**config.mk**
```make
export PLATFORM = sky130hd
export DESIGN_NAME = conv_window_gen
export DESIGN_NICKNAME = d
export VERILOG_FILES = /design/src/rtl/conv_pkg.sv /design/src/rtl/conv_line_buffer.sv /design/src/rtl/conv_window_gen.sv
export SDC_FILE = /design/constraint.sdc
export NUM_CORES = 2
export LEC_CHECK = 0
export BUFFER_PORTS_ARGS = -buffer_cell sky130_fd_sc_hd__clkbuf_2
export CAP_MARGIN = 0
export CORE_MARGIN = 2
export CORE_UTILIZATION = 55
export DETAILED_ROUTE_END_ITERATION = 8
export GPL_TIMING_DRIVEN = 0
export PLACE_DENSITY = 0.75
export SLEW_MARGIN = 10
export SYNTH_ARGS = -nofsm -noshare
export SYNTH_HDL_FRONTEND = slang
export SYNTH_HIERARCHICAL = 1
export SYNTH_SLANG_ARGS = --single-unit
```
**constraint.sdc**
```tcl
create_clock -name clk -period 22.7 [get_ports clk]
set_input_delay 2.27 -clock clk [delete_from_list [all_inputs] [get_ports clk]]
set_output_delay 2.27 -clock clk [all_outputs]
set_load 0.01 [all_outputs]
```
**src/rtl/conv_pkg.sv**
```systemverilog
// conv_pkg: shared types and helpers for the sliding-window generator.
package conv_pkg;
   typedef enum logic [1:0] {IDLE, FETCH, DRAIN} conv_win_state_t;
   function automatic int win_per_frame(int img_w, int img_h, int k, int stride);
      return ((img_w - k) / stride + 1) * ((img_h - k) / stride + 1);
   endfunction
   // element (0,0) lands in the most significant slot, row-major toward the LSBs
   function automatic int win_idx(int k, int r, int c);
      return k * k - 1 - (r * k + c);
   endfunction
endpackage

```
**src/rtl/conv_line_buffer.sv**
```systemverilog
// conv_line_buffer: K-1 line FIFOs feeding a KxK shift-register window.
// o_window is the window as it will stand after the current shift.
module conv_line_buffer
   import conv_pkg::*;
#(
   parameter int DATA_W = 32,
   parameter int IMG_W  = 8,
   parameter int K      = 3
) (
   input  logic                  clk,
   input  logic                  rst,
   input  logic                  i_shift,
   input  logic [DATA_W-1:0]     i_pixel,
   output logic [K*K*DATA_W-1:0] o_window
);
   logic [DATA_W-1:0] r_line [K-1][IMG_W];
   logic [DATA_W-1:0] r_win  [K][K];
   logic [DATA_W-1:0] w_tap  [K];
   // w_tap[K-1] is the new pixel, lower indices are the pixels one line further up
   always_comb begin
      w_tap = '{default: '0};
      w_tap[K-1] = i_pixel;
      for (int i = 0; i < K - 1; i++) w_tap[K-2-i] = r_line[i][IMG_W-1];
   end
   always_comb begin
      o_window = '0;
      for (int r = 0; r < K; r++) begin
         for (int c = 0; c < K - 1; c++) o_window[win_idx(K, r, c)*DATA_W +: DATA_W] = r_win[r][c+1];
         o_window[win_idx(K, r, K - 1)*DATA_W +: DATA_W] = w_tap[r];
      end
   end
   always_ff @(posedge clk or posedge rst)
      if (rst) begin
         r_line <= '{default: '0};
         r_win  <= '{default: '0};
      end else if (i_shift) begin
         for (int i = 0; i < K - 1; i++) begin
            r_line[i][0] <= w_tap[K-1-i];
            for (int j = 1; j < IMG_W; j++) r_line[i][j] <= r_line[i][j-1];
         end
         for (int r = 0; r < K; r++) begin
            for (int c = 0; c < K - 1; c++) r_win[r][c] <= r_win[r][c+1];
            r_win[r][K-1] <= w_tap[r];
         end
      end
endmodule

```
**src/rtl/conv_window_gen.sv**
```systemverilog
// conv_window_gen: fetches a raster image from a pixel ROM and streams KxK windows at STRIDE.
// Define CONV_WIN_COORD_EN to add o_row/o_col output-map coordinates.
module conv_window_gen
   import conv_pkg::*;
#(
   parameter  int DATA_W = 32,
   parameter  int IMG_W  = 8,
   parameter  int IMG_H  = 8,
   parameter  int K      = 3,
   parameter  int STRIDE = 1,
   parameter  int ADDR_W = $clog2(IMG_W * IMG_H),
   localparam int CW     = $clog2(IMG_W > IMG_H ? IMG_W : IMG_H)
) (
   input  logic                  clk,
   input  logic                  rst,
   input  logic                  enable,
   input  logic [DATA_W-1:0]     pixel_in,
   output logic [ADDR_W-1:0]     rom_addr,
   output logic [K*K*DATA_W-1:0] o_window,
   output logic                  o_valid,
   input  logic                  o_ready,
   output logic                  o_frame_done
`ifdef CONV_WIN_COORD_EN
   ,
   output logic [CW-1:0]         o_row,
   output logic [CW-1:0]         o_col
`endif
);
   // bottom-right pixel of the final window; trailing pixels beyond it are discarded
   localparam int LR = K - 1 + ((IMG_H - K) / STRIDE) * STRIDE;
   localparam int LC = K - 1 + ((IMG_W - K) / STRIDE) * STRIDE;
   localparam int SW = STRIDE > 1 ? $clog2(STRIDE) : 1;
   conv_win_state_t       r_state;
   logic [CW-1:0]         r_row, r_col;
   logic [SW-1:0]         r_rph, r_cph;
   logic                  r_is_last, r_last_acc;
   logic [K*K*DATA_W-1:0] w_win;
   logic w_stall, w_acc, w_step, w_col_end, w_row_end, w_frame_end;
   logic w_row_ok, w_col_ok, w_load, w_last, w_done;
   logic [SW-1:0] w_rph_nxt, w_cph_nxt;
   assign w_stall     = o_valid && !o_ready;
   assign w_acc       = o_valid && o_ready;
   assign w_step      = r_state == FETCH && enable && !w_stall;
   assign w_col_end   = r_col == CW'(IMG_W - 1);
   assign w_row_end   = r_row == CW'(IMG_H - 1);
   assign w_frame_end = w_col_end && w_row_end;
   assign w_row_ok    = r_row >= CW'(K - 1) && r_rph == '0;
   assign w_col_ok    = r_col >= CW'(K - 1) && r_cph == '0;
   assign w_load      = w_step && w_row_ok && w_col_ok;
   assign w_last      = r_row == CW'(LR) && r_col == CW'(LC);
   assign w_done      = w_acc && r_is_last;
   assign w_rph_nxt   = r_rph == SW'(STRIDE - 1) ? '0 : r_rph + SW'(1);
   assign w_cph_nxt   = r_cph == SW'(STRIDE - 1) ? '0 : r_cph + SW'(1);
   conv_line_buffer #(.DATA_W(DATA_W), .IMG_W(IMG_W), .K(K)) u_lb (
      .clk(clk),
      .rst(rst),
      .i_shift(w_step),
      .i_pixel(pixel_in),
      .o_window(w_win)
   );
   always_ff @(posedge clk or posedge rst)
      if (rst) begin
         r_state      <= IDLE;
         rom_addr     <= '0;
         r_row        <= '0;
         r_col        <= '0;
         r_rph        <= '0;
         r_cph        <= '0;
         o_window     <= '0;
         o_valid      <= 1'b0;
         o_frame_done <= 1'b0;
         r_is_last    <= 1'b0;
         r_last_acc   <= 1'b0;
      end else begin
         o_frame_done <= w_done;
         if (w_load) begin
            o_window  <= w_win;
            o_valid   <= 1'b1;
            r_is_last <= w_last;
         end else if (w_acc) begin
            o_valid   <= 1'b0;
            r_is_last <= 1'b0;
         end
         if (w_done) r_last_acc <= 1'b1;
         if (r_state == IDLE) begin
            rom_addr   <= '0;
            r_row      <= '0;
            r_col      <= '0;
            r_rph      <= '0;
            r_cph      <= '0;
            r_last_acc <= 1'b0;
            if (enable) r_state <= FETCH;
         end else if (r_state == FETCH) begin
            if (w_step) begin
               rom_addr <= w_frame_end ? '0 : rom_addr + ADDR_W'(1);
               r_col    <= w_col_end ? '0 : r_col + CW'(1);
               r_cph    <= w_col_end ? '0 : r_col >= CW'(K - 1) ? w_cph_nxt : r_cph;
               if (w_col_end) begin
                  r_row <= w_row_end ? '0 : r_row + CW'(1);
                  r_rph <= w_row_end ? '0 : r_row >= CW'(K - 1) ? w_rph_nxt : r_rph;
               end
               if (w_frame_end) r_state <= DRAIN;
            end
         end else if (r_last_acc || w_done) r_state <= IDLE;
      end
`ifdef CONV_WIN_COORD_EN
   logic [CW-1:0] r_wrow, r_wcol;
   always_ff @(posedge clk or posedge rst)
      if (rst) begin
         r_wrow <= '0;
         r_wcol <= '0;
         o_row  <= '0;
         o_col  <= '0;
      end else if (r_state == IDLE) begin
         r_wrow <= '0;
         r_wcol <= '0;
      end else if (w_step) begin
         if (w_load) begin
            o_row <= r_wrow;
            o_col <= r_wcol;
         end
         r_wcol <= w_col_end ? '0 : r_wcol + CW'(w_load);
         if (w_col_end && w_row_ok) r_wrow <= r_wrow + CW'(1);
      end
`endif
endmodule

```
==> results.sh <==
export IMPL_io_pin_count=332
export IMPL_critPathRequiredTime_ns=23.20
export IMPL_clock_latency_ns=0.63
export IMPL_nets=2602
export IMPL_insertedDiodeCount=0
export IMPL_power_density_nw_per_um2=151
export IMPL_synth_nets=2173
export IMPL_startpoint="enable"
export IMPL_viasPerCell=5.14
export IMPL_row_count=92
export IMPL_grt_overflow_total=0
export IMPL_hold_start="o_window[120]"
export IMPL_cts_tree="yes"
export IMPL_grt_pass1_vias=19700
export IMPL_dieWidth_um=256
export IMPL_synth_top_area_share_pct=63.2
export IMPL_post_route_period_util_pct=17.3
export IMPL_critPathLaunchType="input port"
export IMPL_drc=0
export IMPL_p_leak_uw=0.0204
export IMPL_worst_slew_pin_slew_ns=0.808
export IMPL_die_area_um2=65500
export IMPL_grt_max_degree=126
export IMPL_synthFlopType="dfrtp_1"
export IMPL_rsz0062_at_grt="false"
export IMPL_synth_edff_count=0
export IMPL_synthTopCellsByCount="dfrtp_1 (882), mux2_2 (576), mux2_1 (288)"
export IMPL_ys_seq_elements=882
export IMPL_die_height_um=256
export IMPL_slowest_delay_ns=0.48
export IMPL_cts_root_buf="clkbuf_16"
export IMPL_nFillCells=4442
export IMPL_syn_to_final_growth_pct=16.9
export IMPL_slew_viol_final=0
export IMPL_fmax_mhz=254
export IMPL_slew_headroom_pct=46.1
export IMPL_cts_resized=0
export IMPL_hold_viol=0
export IMPL_post_cts_buffers=0
export IMPL_netlist_area_um2=34900
export IMPL_port_buffers=331
export IMPL_cts_clk_slew_worst_paths_ns=0.06
export IMPL_maxCapViolations=0
export IMPL_fin_cells=3473
export IMPL_max_vdd_ir_drop_uv=80.9
export IMPL_dp_hpwl_mm=47.4
export IMPL_ys_seq_area_share_pct=63.2
export IMPL_synth_most_common_cell="dfrtp_1"
export IMPL_ys_top_cells_by_area="dfrtp_1 (63%), mux2_2 (19%), mux2_1 (9.3%)"
export IMPL_antenna_found_initial=2
export IMPL_vias=17900
export IMPL_r2r_start="r_state[1]"
export IMPL_critPathTopFamily="buffers and inverters"
export IMPL_crit_path_end_kind="flip-flop"
export IMPL_hold_class="reg -> reg"
export IMPL_async_flop_share_pct=100
export IMPL_clkSinkCount=882
export IMPL_period_needed_ns=3.93
export IMPL_ff2ff_setup_slack_ns=20.03
export IMPL_core_um2=63000
export IMPL_netlist_cell_type_count=30
export IMPL_antenna_left=0
export IMPL_cp_arrival_ns=4.43
export IMPL_finalSetupViolCount=0
export IMPL_wire_per_inst_um=19.4
export IMPL_drt_pass1_iter_count=4
export IMPL_place_congestion=0.771
export IMPL_layout_drive_gt1_share_pct=52.3
export IMPL_yosys_warnings=6
export IMPL_drtIter0Drc=865
export IMPL_path_class="in -> reg"
export IMPL_ctsHoldBuffers=0
export IMPL_path_cells="clkbuf_2 > nor2b_1 > a21oi_2 > nor3_1 > buf_2 > buf_6 > buf_4 > mux2_1"
export IMPL_place_ws_ns=18.08
export IMPL_cts_htree_levels=3
export IMPL_setup_slack_ns=18.77
export IMPL_cts_buffer_depth=3
export IMPL_routed_wl_mm=67.4
export IMPL_initial_utilization_pct=55.5
export IMPL_numCtsBuffers=89
export IMPL_placedCellCount=3316
export IMPL_crit_buf_inv=4
export IMPL_grt_pass1_wl_mm=111
export IMPL_hold_slack_ns=0.481
export IMPL_postSynthCellCount=2132
export IMPL_avgSynthCellArea_um2=16.4
export IMPL_clock_skew_final_ns=0.0150
export IMPL_grtUsageTotal_pct=21.2
export IMPL_synth_area_leader_cell="dfrtp_1"
export IMPL_status="completed"
export IMPL_path_max_fanout=10
export IMPL_cp_slowest_cell="buf_2"
layer usage:
layer	part of all wire [%]	track usage, %	routed length (um)	up-vias
met5	0	0	0	-
met4	1.8	5.78	1230	0
met3	5.3	5.09	3550	88
met2	50	35.8	33900	338
met1	43	27.5	28800	9299
li1	-	-	-	8127
cell type report:
class	count	area, um2	share of cell area (%)
Sequential cell	882	22100	54.1
Multi-Input combinational cell	926	10100	24.8
Buffer	322	2720	6.67
Clock buffer	128	2570	6.31
Timing Repair Buffer	338	1850	4.53
Tap cell	846	1060	2.59
Clock inverter	29	402	0.984
Inverter	2	22.5	0.0552
logic make-up after synthesis:
family                   share of synthesized area [%]
flip-flops                                        63.2
multiplexers                                      27.9
buffers and inverters                             7.82
AO/OA/AOI/OAI                                    0.534
AND/OR/NAND/NOR                                  0.380
adder cells (fa/ha/maj)                          0.179
final timing paths:
check | end | cells after the start
max | o_window[12] | 8
min | o_window[120] | 1
max reg2reg | o_window[12] | 7
min reg2reg | o_window[120] | 1
max in group asynchronous | u_lb/r_line[311] | 4
min in group asynchronous | o_window[287] | 2
layout by cell type (no fill, tap or decap), types with 2 or more instances in the layout:
cell,n
dfrtp_1,882
mux2_2,576
clkbuf_2,331
mux2_1,288
buf_4,225
clkbuf_16,90
buf_6,74
clkbuf_8,28
clkbuf_1,22
buf_2,11
clkinv_2,11
nor2_1,8
nand2_1,8
bufinv_16,8
o21ai_0,7
buf_16,7
ha_1,5
nand2b_1,4
a21oi_1,3
o21ai_1,3
a31oi_1,3
o31ai_1,3
a22o_1,3
a32o_1,3
inv_6,3
clkinvlp_4,3
clkinv_8,3
nor2b_1,2
and3_1,2
inv_8,2
state kept, by name, summed over array words and instances, names as in the netlist:
name           flops
r_last_acc         1
r_is_last          1
u_lb/o_window    160
u_lb/r_line      416
o_window         288
o_valid            1
o_frame_done       1
rom_addr           6
r_col              3
r_row              3
r_state            2
per-stage QoR:
step	setup TNS (ns)	util [%]	area, um2	power [uW]
finish	0	64.8	40800	6150
global route	0	64.8	40800	6510
CTS	0	64.8	40800	6230
detailed placement	0	60.1	37800	4720
global placement	-844.91	59.8	37600	4610
floorplan	0	-	34900	4130
report_power, final:
part	total, uW	internal (uW)	switching, uW
clock network	1470	880	591
logic	2000	1230	764
registers	2680	2250	432
(Power assumes the default switching activity.)
